--- src/rtl/spi_slave_pkg.sv ---
// Shared encodings for the SPI responder: frame states, clock/select polarity codes, filler bit.
package spi_slave_pkg;

   typedef enum logic {
      ST_IDLE   = 1'b0,
      ST_ACTIVE = 1'b1
   } frame_state_t;

   localparam logic CPOL_IDLE_LOW      = 1'b0;
   localparam logic CPHA_SAMPLE_LEAD   = 1'b0;
   localparam logic CSPOL_ACTIVE_HIGH  = 1'b1;
   localparam logic FILLER_BIT         = 1'b1;

endpackage

--- src/rtl/spi_slave_sync_edge.sv ---
// Multi-flop synchroniser for one asynchronous pin, followed by an edge-detect flop
// giving single-cycle rise/fall pulses aligned with the synchronised level.
module spi_slave_sync_edge #(
   parameter int SYNC_STAGES = 2
) (
   input  logic i_clock,
   input  logic i_reset,
   input  logic i_async,
   output logic o_level,
   output logic o_rise,
   output logic o_fall
);

   logic [SYNC_STAGES-1:0] r_sync;
   logic                   r_prev;

   always_ff @(posedge i_clock or negedge i_reset) begin
      if (!i_reset) begin
         r_sync <= '0;
         r_prev <= 1'b0;
      end else begin
         r_sync <= {r_sync[SYNC_STAGES-2:0], i_async};
         r_prev <= r_sync[SYNC_STAGES-1];
      end
   end

   assign o_level = r_sync[SYNC_STAGES-1];
   assign o_rise  = r_sync[SYNC_STAGES-1] & ~r_prev;
   assign o_fall  = ~r_sync[SYNC_STAGES-1] & r_prev;

endmodule

--- src/rtl/spi_slave.sv ---
// SPI responder: synchronises SCLK/CS/MOSI, deserialises words, serialises a host-loaded word on MISO.
// Optional SPI_SLAVE_LSB_FIRST_EN adds i_lsb_first for LSB-first shifting in both directions.
module spi_slave
   import spi_slave_pkg::*;
#(
   parameter int               WIDTH       = 8,
   parameter int               SYNC_STAGES = 2,
   parameter logic [WIDTH-1:0] FILLER      = {WIDTH{FILLER_BIT}}
) (
   input  logic             i_clock,
   input  logic             i_reset,
   input  logic             i_cpol,
   input  logic             i_cpha,
   input  logic             i_cspol,
`ifdef SPI_SLAVE_LSB_FIRST_EN
   input  logic             i_lsb_first,
`endif
   input  logic [WIDTH-1:0] i_tx_data,
   input  logic             i_tx_load,
   output logic             o_tx_ready,
   output logic             o_tx_underrun,
   output logic [WIDTH-1:0] o_rx_data,
   output logic             o_rx_valid,
   output logic             o_busy,
   input  logic             i_spi_clock,
   input  logic             i_spi_mosi,
   input  logic             i_spi_cs,
   output logic             o_spi_miso,
   output logic             o_miso_oe
);

   localparam int               CNT_W = (WIDTH > 1) ? $clog2(WIDTH) : 1;
   localparam logic [CNT_W-1:0] LAST  = CNT_W'(WIDTH - 1);

   logic w_sclk_lvl, w_sclk_rise, w_sclk_fall;
   logic w_cs_lvl, w_cs_rise, w_cs_fall;
   logic w_mosi, w_mosi_rise, w_mosi_fall;
   logic w_unused_edges;

   spi_slave_sync_edge #(.SYNC_STAGES(SYNC_STAGES)) u_sync_sclk (
      .i_clock(i_clock), .i_reset(i_reset), .i_async(i_spi_clock),
      .o_level(w_sclk_lvl), .o_rise(w_sclk_rise), .o_fall(w_sclk_fall));

   spi_slave_sync_edge #(.SYNC_STAGES(SYNC_STAGES)) u_sync_cs (
      .i_clock(i_clock), .i_reset(i_reset), .i_async(i_spi_cs),
      .o_level(w_cs_lvl), .o_rise(w_cs_rise), .o_fall(w_cs_fall));

   spi_slave_sync_edge #(.SYNC_STAGES(SYNC_STAGES)) u_sync_mosi (
      .i_clock(i_clock), .i_reset(i_reset), .i_async(i_spi_mosi),
      .o_level(w_mosi), .o_rise(w_mosi_rise), .o_fall(w_mosi_fall));

   assign w_unused_edges = w_mosi_rise | w_mosi_fall | w_sclk_lvl;

   logic w_lsb;
`ifdef SPI_SLAVE_LSB_FIRST_EN
   assign w_lsb = i_lsb_first;
`else
   assign w_lsb = 1'b0;
`endif

   logic w_cs_on, w_cs_assert, w_lead, w_trail;
   assign w_cs_on     = (i_cspol == CSPOL_ACTIVE_HIGH) ? w_cs_lvl  : ~w_cs_lvl;
   assign w_cs_assert = (i_cspol == CSPOL_ACTIVE_HIGH) ? w_cs_rise : w_cs_fall;
   assign w_lead      = (i_cpol == CPOL_IDLE_LOW) ? w_sclk_rise : w_sclk_fall;
   assign w_trail     = (i_cpol == CPOL_IDLE_LOW) ? w_sclk_fall : w_sclk_rise;

   frame_state_t     r_state, w_state_n;
   logic [CNT_W-1:0] r_cnt;
   logic [WIDTH-1:0] r_rx_sh, r_rx_data, r_tx_sh, r_hold;
   logic             r_rx_valid, r_hold_full, r_underrun;
   logic             w_sample, w_load, w_shift, w_drop, w_shift_edge;

   // Entry needs an observed assert edge, so a line already asserted out of reset is not a frame.
   always_comb begin
      w_state_n    = r_state;
      w_sample     = 1'b0;
      w_load       = 1'b0;
      w_shift      = 1'b0;
      w_drop       = 1'b0;
      w_shift_edge = 1'b0;
      case (r_state)
         ST_IDLE: begin
            if (w_cs_assert) begin
               w_state_n = ST_ACTIVE;
               w_load    = (i_cpha == CPHA_SAMPLE_LEAD);
            end
         end
         ST_ACTIVE: begin
            if (!w_cs_on) begin
               w_state_n = ST_IDLE;
               w_drop    = 1'b1;
            end else begin
               w_sample     = (i_cpha == CPHA_SAMPLE_LEAD) ? w_lead  : w_trail;
               w_shift_edge = (i_cpha == CPHA_SAMPLE_LEAD) ? w_trail : w_lead;
               w_load       = w_shift_edge && (r_cnt == '0);
               w_shift      = w_shift_edge && (r_cnt != '0);
            end
         end
         default: w_state_n = ST_IDLE;
      endcase
   end

   logic [WIDTH-1:0] w_rx_next, w_tx_next;
   assign w_rx_next = w_lsb ? {w_mosi, r_rx_sh[WIDTH-1:1]} : {r_rx_sh[WIDTH-2:0], w_mosi};
   assign w_tx_next = w_lsb ? {FILLER_BIT, r_tx_sh[WIDTH-1:1]} : {r_tx_sh[WIDTH-2:0], FILLER_BIT};

   always_ff @(posedge i_clock or negedge i_reset) begin
      if (!i_reset) begin
         r_state     <= ST_IDLE;
         r_cnt       <= '0;
         r_rx_sh     <= '0;
         r_rx_data   <= '0;
         r_rx_valid  <= 1'b0;
         r_tx_sh     <= '0;
         r_hold      <= '0;
         r_hold_full <= 1'b0;
         r_underrun  <= 1'b0;
      end else begin
         r_state    <= w_state_n;
         r_rx_valid <= 1'b0;
         r_underrun <= 1'b0;
         if (w_drop) begin
            r_cnt   <= '0;
            r_rx_sh <= '0;
         end else if (w_sample) begin
            r_rx_sh <= w_rx_next;
            if (r_cnt == LAST) begin
               r_cnt      <= '0;
               r_rx_data  <= w_rx_next;
               r_rx_valid <= 1'b1;
            end else begin
               r_cnt <= r_cnt + CNT_W'(1);
            end
         end
         if (w_load) begin
            r_tx_sh    <= r_hold_full ? r_hold : FILLER;
            r_underrun <= ~r_hold_full;
         end else if (w_shift) begin
            r_tx_sh <= w_tx_next;
         end
         // A load into an empty holding reg in the same cycle as a load point lands after the filler.
         if (w_load && r_hold_full) begin
            r_hold_full <= 1'b0;
         end else if (i_tx_load && !r_hold_full) begin
            r_hold      <= i_tx_data;
            r_hold_full <= 1'b1;
         end
      end
   end

   assign o_busy        = (r_state == ST_ACTIVE);
   assign o_miso_oe     = o_busy;
   assign o_spi_miso    = o_busy ? (w_lsb ? r_tx_sh[0] : r_tx_sh[WIDTH-1]) : 1'b1;
   assign o_tx_ready    = ~r_hold_full;
   assign o_tx_underrun = r_underrun;
   assign o_rx_data     = r_rx_data;
   assign o_rx_valid    = r_rx_valid;

endmodule

--- config.mk ---
export PLATFORM = sky130hd
export DESIGN_NAME = spi_slave
export DESIGN_NICKNAME = d
export VERILOG_FILES = /design/src/rtl/spi_slave_pkg.sv /design/src/rtl/spi_slave_sync_edge.sv /design/src/rtl/spi_slave.sv
export SDC_FILE = /design/constraint.sdc
export NUM_CORES = 1
export LEC_CHECK = 0
export ABC_AREA = 1
export BUFFER_PORTS_ARGS = -buffer_cell sky130_fd_sc_hd__buf_2
export CAP_MARGIN = 20
export CORE_MARGIN = 10
export CORE_UTILIZATION = 60
export CTS_CLUSTER_SIZE = 14
export DETAILED_ROUTE_END_ITERATION = 12
export PLACE_DENSITY_LB_ADDON = 0.3
export SLEW_MARGIN = 20
export SYNTH_ARGS = -nofsm -noshare
export SYNTH_HDL_FRONTEND = slang
export SYNTH_HIERARCHICAL = 1
export SYNTH_SLANG_ARGS = --single-unit
--- constraint.sdc ---
create_clock -name i_clock -period 4 [get_ports i_clock]
set_input_delay 0.8 -clock i_clock [delete_from_list [all_inputs] [get_ports i_clock]]
set_output_delay 0.8 -clock i_clock [all_outputs]
set_load 0.01 [all_outputs]
* Word-level counts from Yosys, hierarchy flattened
Index checks and enable logic that the tools add are counted.
** Cells by class
- Add/sub/neg operators :: 1
- Equal/unequal tests :: 1
- Muxes and demuxes :: 33
- Bitwise logic cells :: 13
- Reduce and logical (&&, ||, !) cells :: 12
** Operator list (number)
- $mux W8 :: 3
- $mux W1 :: 23
- $mux W7 :: 2
- $mux W3 :: 3
- $not A1 Y1 :: 9
- $reduce_bool A2 Y1 :: 3
- $and A1 B1 Y1 :: 4
- $logic_and A1 B1 Y1 :: 4
- $pmux W1 S2 :: 2
- $add A3 B1 Y3 const B :: 1
- $eq A3 B3 Y1 const B :: 1
- $logic_not A3 Y1 :: 1
- $reduce_and A3 Y1 :: 1
- $reduce_bool A3 Y1 :: 1
- $reduce_and A2 Y1 :: 1
- $logic_not A1 Y1 :: 1
** Storage, ports and cells
- Register bits after elaboration :: 46
- Bits of input ports :: 17
- Output and inout bits :: 14
- Logic and storage cells :: 74

* Longest topological paths before layout
Gate-level depths: netlist (run 1).
- Depth in word-level cells :: 10
- Mapped depth :: 11
- Depth with buffers taken out :: 11

* Modules after synthesis
Netlist (run 1), hierarchy kept.
** By module, submodules not included
- spi_slave :: instances 1, cells an instance 201, area each 1793.0 um^2, sequential area each 950.9 um^2
- spi_slave_sync_edge :: instances 3, cells an instance 7, area each 90.1 um^2, sequential area each 75.1 um^2

* Worst setup path before layout (run 1)
Ideal clock, no wire load.
- Kind :: in2reg
- Start :: input port i_cpol
- End :: register r_tx_sh[0]
- Setup time :: 120 ps
- Data arrival time :: 1518 ps
- Data required time :: 3880 ps
- Slack :: 2362 ps
- Cell stages on the path :: 8
- Cell sequence :: inv_1 > nand2_1 > nand3_1 > nand2_1 > nand2_1 > nand2_4 > o21ai_0 > inv_1
** On the way
- Cells in the longest elaborated chain, start to end :: 6
- Elaborated cells on any way between the ends :: 11
- Those cells by class :: 8 x mux; 3 x reduce/logical
** RTL lines
- start, declared :: RTL line spi_slave.sv:12 : input logic i_cpol,
- $mux W1, on equally long branches :: RTL line spi_slave.sv:65, spi_slave.sv:64
- $mux W1 * :: RTL line spi_slave.sv:94 : w_shift_edge = (i_cpha == CPHA_SAMPLE_LEAD) ? w_trail : w_lead;
- $logic_and A1 B1 Y1, on equally long branches :: RTL line spi_slave.sv:95, spi_slave.sv:96
- $mux W1 :: RTL line spi_slave.sv:89 : if (!w_cs_on) begin
- $pmux W1 S2 / $mux W1 (equally long branches) :: RTL line spi_slave.sv:81 : case (r_state)
- $mux W8 / $reduce_bool A2 Y1 (equally long branches)
- end signal, assigned :: RTL line spi_slave.sv:136 : r_tx_sh <= r_hold_full ? r_hold : FILLER;
- end signal, assigned :: RTL line spi_slave.sv:139 : r_tx_sh <= w_tx_next;
- end, declared :: RTL line spi_slave.sv:69 : logic [WIDTH-1:0] r_rx_sh, r_rx_data, r_tx_sh, r_hold;
Mark *: on every way between the ends. The rest lies on a longest branch, timed or not.
A chain may end at the register's enable or synchronous reset.

* Worst setup path after layout (run 1)
- Start :: register r_state, in the netlist o_busy
- End :: output port o_spi_miso
** On the way
- Cells in the longest elaborated chain, start to end :: 1
** RTL lines
- start, declared :: RTL line spi_slave.sv:67 : frame_state_t r_state, w_state_n;
- start signal, assigned :: RTL line spi_slave.sv:119 : r_state <= w_state_n;
- $mux W1 :: RTL line spi_slave.sv:153 : assign o_spi_miso = o_busy ? (w_lsb ? r_tx_sh[0] : r_tx_sh[WIDTH-1]) : 1'b1;
- end, declared :: RTL line spi_slave.sv:28 : output logic o_spi_miso,
Every way passes these cells.

==> flow_summary.json, run 1 <==
{
  "grt_first_pass_wirelength_microns": 6360,
  "gp_routability_congestion": 0.796,
  "drt_first_iter_violations": 121,
  "tightest_slew_ns": 0.963,
  "drv_slew": 0,
  "syn_area_sq_mm": 0.00202,
  "crit_chain": "inv_1, or2_2, buf_2",
  "r2r_start": "u_sync_cs/r_sync[1]",
  "drv_cap": 0,
  "cts_tree": "built",
  "path_buf_inv": 2,
  "htree_num_levels": 2,
  "clock_latency_ns": 0.36,
  "num_io_pins": 31,
  "r2r_cells": 9,
  "hold_start": "u_sync_mosi/r_sync[0]",
  "drt-total-wl_microns": 3670,
  "swShare_pct": 32.5,
  "hold_viol": 0,
  "grt_max_degree": 47,
  "drive_gt1_share_pct": 22.7,
  "rsz0062_at_grt": "no",
  "die_y_microns": 78.1,
  "peakVddDrop_mv": 0.420,
  "power_per_cell_area_mw_per_mm2": 538,
  "vias": 1469,
  "gr-usage-all-layers_pct": 12.9,
  "synth_nets": 237,
  "stdcell_count": 297,
  "start_kind": "flip-flop",
  "critical_path_class": "flip-flop to output port",
  "numCtsBuffers": 5,
  "root_buffer": "clkbuf_4",
  "avgViaCountPerCell": 4.95,
  "power.share.clock_pct": 18.6,
  "post-route-period-util_pct": 53.8,
  "whs_endpoint": "u_sync_mosi/r_sync[1]",
  "slew-limit-headroom_pct": 35.8,
  "synth_cells": 217,
  "cts_resized": 0,
  "setup_tns_ns": 0,
  "outcome": "completed",
  "holdBufCountCts": 0,
  "avgSynthCellArea_sq_um": 9.32,
  "yosys_warnings": 6,
  "min_path_type": "flip-flop to flip-flop",
  "die_area_sq_mm": 0.00609,
  "worst_slack_ns": 1.85,
  "seq_power_share_pct": 53.9,
  "reg2reg_to": "r_tx_sh[7]",
  "clkSinkCount": 46,
  "comb_power_share_pct": 27.5,
  "rows": 21,
  "fmax_mhz": 464,
  "critical_path.slowest_cell": "dfrtp_1",
  "max_stage_delay_ns": 0.46,
  "antenna_left": 0,
  "r2r_slack_ns": 2.43,
  "syn_to_final_growth_pct": 11.6,
  "crit_family": "flip-flops",
  "grt_pass1_vias": 1404,
  "hold_depth": 0,
  "wl_per_cell_microns": 12.4,
  "p_switching_mw": 0.395,
  "core_area_sq_mm": 0.00328,
  "fp.dieW_microns": 78.1,
  "crit_fanout": 5,
  "dpl.cell_count": 289,
  "drcViolationCount": 0,
  "worstPathArrival_ns": 1.35,
  "worst_clock_skew_ns": 0.00642,
  "port_buffers": 30,
  "path_clk_slew_ns": 0.13,
  "pre_cts_slack_ns": 2.01,
  "end_kind": "output port",
  "fin_crit_ns": 2.15,
  "finalSetupViolCount": 0,
  "internal_power_mw": 0.820,
  "post-cts-setup-buffer-count": 0,
  "crit_required_ns": 3.20,
  "cts.path.max_buffers": 2,
  "start_util_pct": 61.6,
  "layout.nets": 270,
  "diodes": 0,
  "p_leak_nw": 1.23,
  "first_pass_iters": 7,
  "overflow": 0,
  "antenna_found_initial": 0,
  "dp_hpwl_microns": 2690
}
how the worst max path moves through the flow:
stage | from | to | slack (ns) | cells past startpoint
after floorplan | i_cpol | r_tx_sh[0] | 2.36 | 8
after global placement | i_cspol | r_tx_sh[6] | 2.03 | 9
after detailed placement | i_cspol | r_tx_sh[5] | 2.01 | 9
after CTS | o_busy | o_spi_miso | 1.81 | 3
after global routing | o_busy | o_spi_miso | 1.75 | 3
final | o_busy | o_spi_miso | 1.85 | 3
placed cells by master (no fill, tap or decap):
| master | n |
|---|---|
| inv_1 | 28 |
| a22oi_2 | 1 |
| nor2_1 | 13 |
| mux2_2 | 8 |
| buf_2 | 30 |
| nand3_1 | 25 |
| o22ai_1 | 4 |
| or2_2 | 1 |
| nand3_4 | 1 |
| clkinv_1 | 1 |
| nand2_1 | 58 |
| o21ai_1 | 3 |
| clkbuf_1 | 1 |
| nand2_2 | 2 |
| nand2_4 | 2 |
| clkbuf_4 | 5 |
| o21ai_0 | 11 |
| dfrtp_1 | 46 |
| inv_2 | 2 |
| nor2_4 | 1 |
| clkbuf_8 | 1 |
| a21oi_1 | 1 |
| clkinv_2 | 1 |
| ha_1 | 3 |
| nand3_2 | 2 |
layout make-up:
class	count	area, sq um
Clock buffer	7	55.1
Sequential cell	46	1150
Multi-Input combinational cell	136	722
Clock inverter	1	5.00
Timing Repair Buffer	30	150
Fill cell	280	1030
Tap cell	46	57.6
Inverter	31	116
power groups by stage:
stage                     combinational, mW  clock, mW  sequential, mW
after global routing                  0.383      0.250           0.672
after global placement                0.328          0           0.658
after detailed placement              0.336          0           0.664
after floorplan                       0.252          0           0.653
final                                 0.334      0.226           0.655
after CTS                             0.338      0.233           0.655
sequential cells by signal, summed over array words and instances, names as in the netlist, 2 cells and up:
name / flops
r_cnt: 3
u_sync_mosi/r_sync: 2
r_hold: 8
u_sync_cs/r_sync: 2
r_tx_sh: 8
u_sync_sclk/r_sync: 2
r_rx_sh: 7
o_rx_data: 8
per-stage QoR:
step	total power [mW]	util [%]	hold WS [ns]	instance area (sq um)
after CTS	1.23	68.7	0.365	2260
after detailed placement	1.00	66.9	0.336	2200
final	1.22	68.7	0.364	2260
after global placement	0.986	66.9	0.332	2200
after floorplan	0.905	-	0.331	2020
after global routing	1.30	68.7	0.373	2260
metal layers:
layer	up-vias	GRT usage [%]	part of all wire, %
met2	24	18.8	45
met1	688	16.5	47
met3	5	4.56	5.8
li1	752	-	-
met4	0	6.63	2.1
met5	-	0	0
No activity file was read; power rests on OpenSTA's default activity.
==> run 2: changes to the inputs <==
- ABC_AREA: 1 -> 0
- CORE_UTILIZATION: 60 -> 55
- clock period: 4 -> 2.2 ns (I/O delays scaled with it)
==> run 2 against run 1 <==
Count of clock-buffer cells in the layout shrank 2. Area after synthesis fell by 1.3%. Combinational power rose by 36%. Largest cell class unchanged. Routed wire length is 20% higher.
==> flow_summary.json, run 2 <==
{
  "avgSynthCellArea_sq_um": 11.2,
  "clkSinkCount": 46,
  "gp_routability_congestion": 0.820,
  "post-cts-setup-buffer-count": 0,
  "crit_chain": "and2b_2, mux2i_1, nor3_1, a32o_1, a221oi_1",
  "gr-usage-all-layers_pct": 14.5,
  "numCtsBuffers": 5,
  "post-route-period-util_pct": 82.5,
  "syn_area_sq_mm": 0.00200,
  "root_buffer": "clkbuf_4",
  "setup_tns_ns": 0,
  "synth_nets": 199,
  "drive_gt1_share_pct": 26.4,
  "power.total_mw": 2.06,
  "core_area_sq_mm": 0.00342,
  "port_buffers": 30,
  "path_buf_inv": 0,
  "worstPathArrival_ns": 2.07,
  "syn_to_final_growth_pct": 14.5,
  "stdcell_count": 262,
  "use_met3_pct": 4.23,
  "crit_family": "compound AO/OA/AOI/OAI gates",
  "r2r_slack_ns": 0.38,
  "start_kind": "flip-flop",
  "start_util_pct": 58.5,
  "crit_end": "r_tx_sh[2]",
  "r2r_cells": 5,
  "vias": 1490,
  "cts_resized": 0,
  "grt_max_degree": 47,
  "grt_first_pass_wirelength_microns": 7330,
  "num_io_pins": 31,
  "diodes": 0,
  "antenna_left": 0,
  "path_clk_slew_ns": 0.13,
  "rows": 21,
  "first_pass_iters": 4,
  "crit_fanout": 8,
  "tightest_slew_ns": 0.563,
  "grt_pass1_vias": 1509,
  "comb_power_share_pct": 22.1,
  "reg2reg_to": "r_tx_sh[2]",
  "drcViolationCount": 0,
  "drv_slew": 0,
  "antenna_found_initial": 0,
  "use_met2_pct": 24.5,
  "drv_cap": 0,
  "wl_per_cell_microns": 16.9,
  "hold_viol": 0,
  "utilization_pct": 67.0,
  "power.share.clock_pct": 24.5,
  "crit_cells": 5,
  "min_path_type": "primary input to async pin",
  "holdBufCountCts": 0,
  "fmax_mhz": 551,
  "fin_crit_ns": 1.82,
  "finalSetupViolCount": 0,
  "worst_clock_skew_ns": 0.00858,
  "max_stage_delay_ns": 0.47,
  "htree_num_levels": 2,
  "p_switching_mw": 0.638,
  "fp.dieW_microns": 80.3,
  "rsz0062_at_grt": "no",
  "clock_latency_ns": 0.36,
  "drt-total-wl_microns": 4420,
  "grt-busiest-layer": "met2",
  "p_leak_nw": 1.09,
  "dp_hpwl_microns": 3140,
  "whs_ns": 0.141,
  "internal_power_mw": 1.42,
  "crit_required_ns": 2.45,
  "die_area_sq_mm": 0.00644,
  "dpl.cell_count": 254,
  "final_cell_mix": "dfrtp_1, buf_2, nand2_1",
  "r2r_start": "u_sync_cs/r_sync[1]",
  "end_kind": "flip-flop",
  "avgViaCountPerCell": 5.69,
  "die_y_microns": 80.3,
  "outcome": "completed",
  "layout.nets": 235,
  "final_common_cell": "dfrtp_1",
  "yosys_warnings": 6,
  "cts_tree": "built",
  "power_per_cell_area_mw_per_mm2": 901,
  "cts.path.max_buffers": 2,
  "seq_power_share_pct": 53.4,
  "critical_path.slowest_cell": "dfrtp_1",
  "swShare_pct": 31.0,
  "overflow": 0,
  "slew-limit-headroom_pct": 62.5,
  "synth_cells": 179,
  "critical_path_class": "flip-flop to flip-flop",
  "met1_usage_pct": 17.1,
  "peakVddDrop_mv": 0.555,
  "setup.worst_path.start": "u_sync_cs/r_sync[1]",
  "drt_first_iter_violations": 129
}
[run 2: changes by cell type in the layout (fill, tap and decap cells not counted), sizes merged, moves of 4 or more]
cell,change
a221oi,+7
inv,-18
nand3,-19
nor4,+7
buf,+6
o22ai,-4
nand2,-44
[run 2: worst reg2reg max path: stages (launching register included)]
cell	delay, ns
dfrtp_1	0.47
and2b_2	0.26
mux2i_1	0.20
nor3_1	0.10
a32o_1	0.33
a221oi_1	0.36
[run 2: worst min path at each step]
stage	slack, ns	depth (start not counted)	end	startpoint
after floorplan	0.14	0	o_busy	i_reset
after global placement	0.33	0	u_sync_mosi/r_sync[1]	u_sync_mosi/r_sync[0]
after detailed placement	0.33	0	u_sync_mosi/r_sync[1]	u_sync_mosi/r_sync[0]
after CTS	0.16	2	r_tx_sh[4]	i_reset
after global routing	0.15	1	u_sync_cs/r_sync[0]	i_spi_cs
final	0.14	2	r_hold[4]	i_reset
[run 2: cell type report]
cell class              count  area, sq um
clock buffers               5         37.5
clock inverters             3         40.0
fillers                   290         1130
inverters                  12         45.0
multi-input cells         114          761
flip-flops and latches     46         1150
well taps                  46         57.6
repair buffers             36          195
[run 2: power by group through the flow]
| stage | clock network (mW) | logic (mW) | registers, mW |
|---|---|---|---|
| after global placement | 0 | 0.418 | 1.10 |
| after CTS | 0.510 | 0.460 | 1.10 |
| after detailed placement | 0 | 0.453 | 1.11 |
| after floorplan | 0 | 0.301 | 1.08 |
| after global routing | 0.551 | 0.511 | 1.11 |
| final | 0.505 | 0.454 | 1.10 |
[run 2: per-layer routing]
layer	share of wire (%)	up-vias	wire, microns
li1	-	695	-
met4	1.0	0	46
met2	51	44	2260
met5	0	-	0
met3	5.3	6	235
met1	43	745	1880
[run 2: through the flow]
| stage | setup slack (ns) | instance area (sq um) |
|---|---|---|
| global route | 0.251 | 2290 |
| detailed placement | 0.200 | 2210 |
| global placement | 0.272 | 2210 |
| CTS | 0.377 | 2290 |
| floorplan | 0.414 | 2000 |
| finish | 0.385 | 2290 |
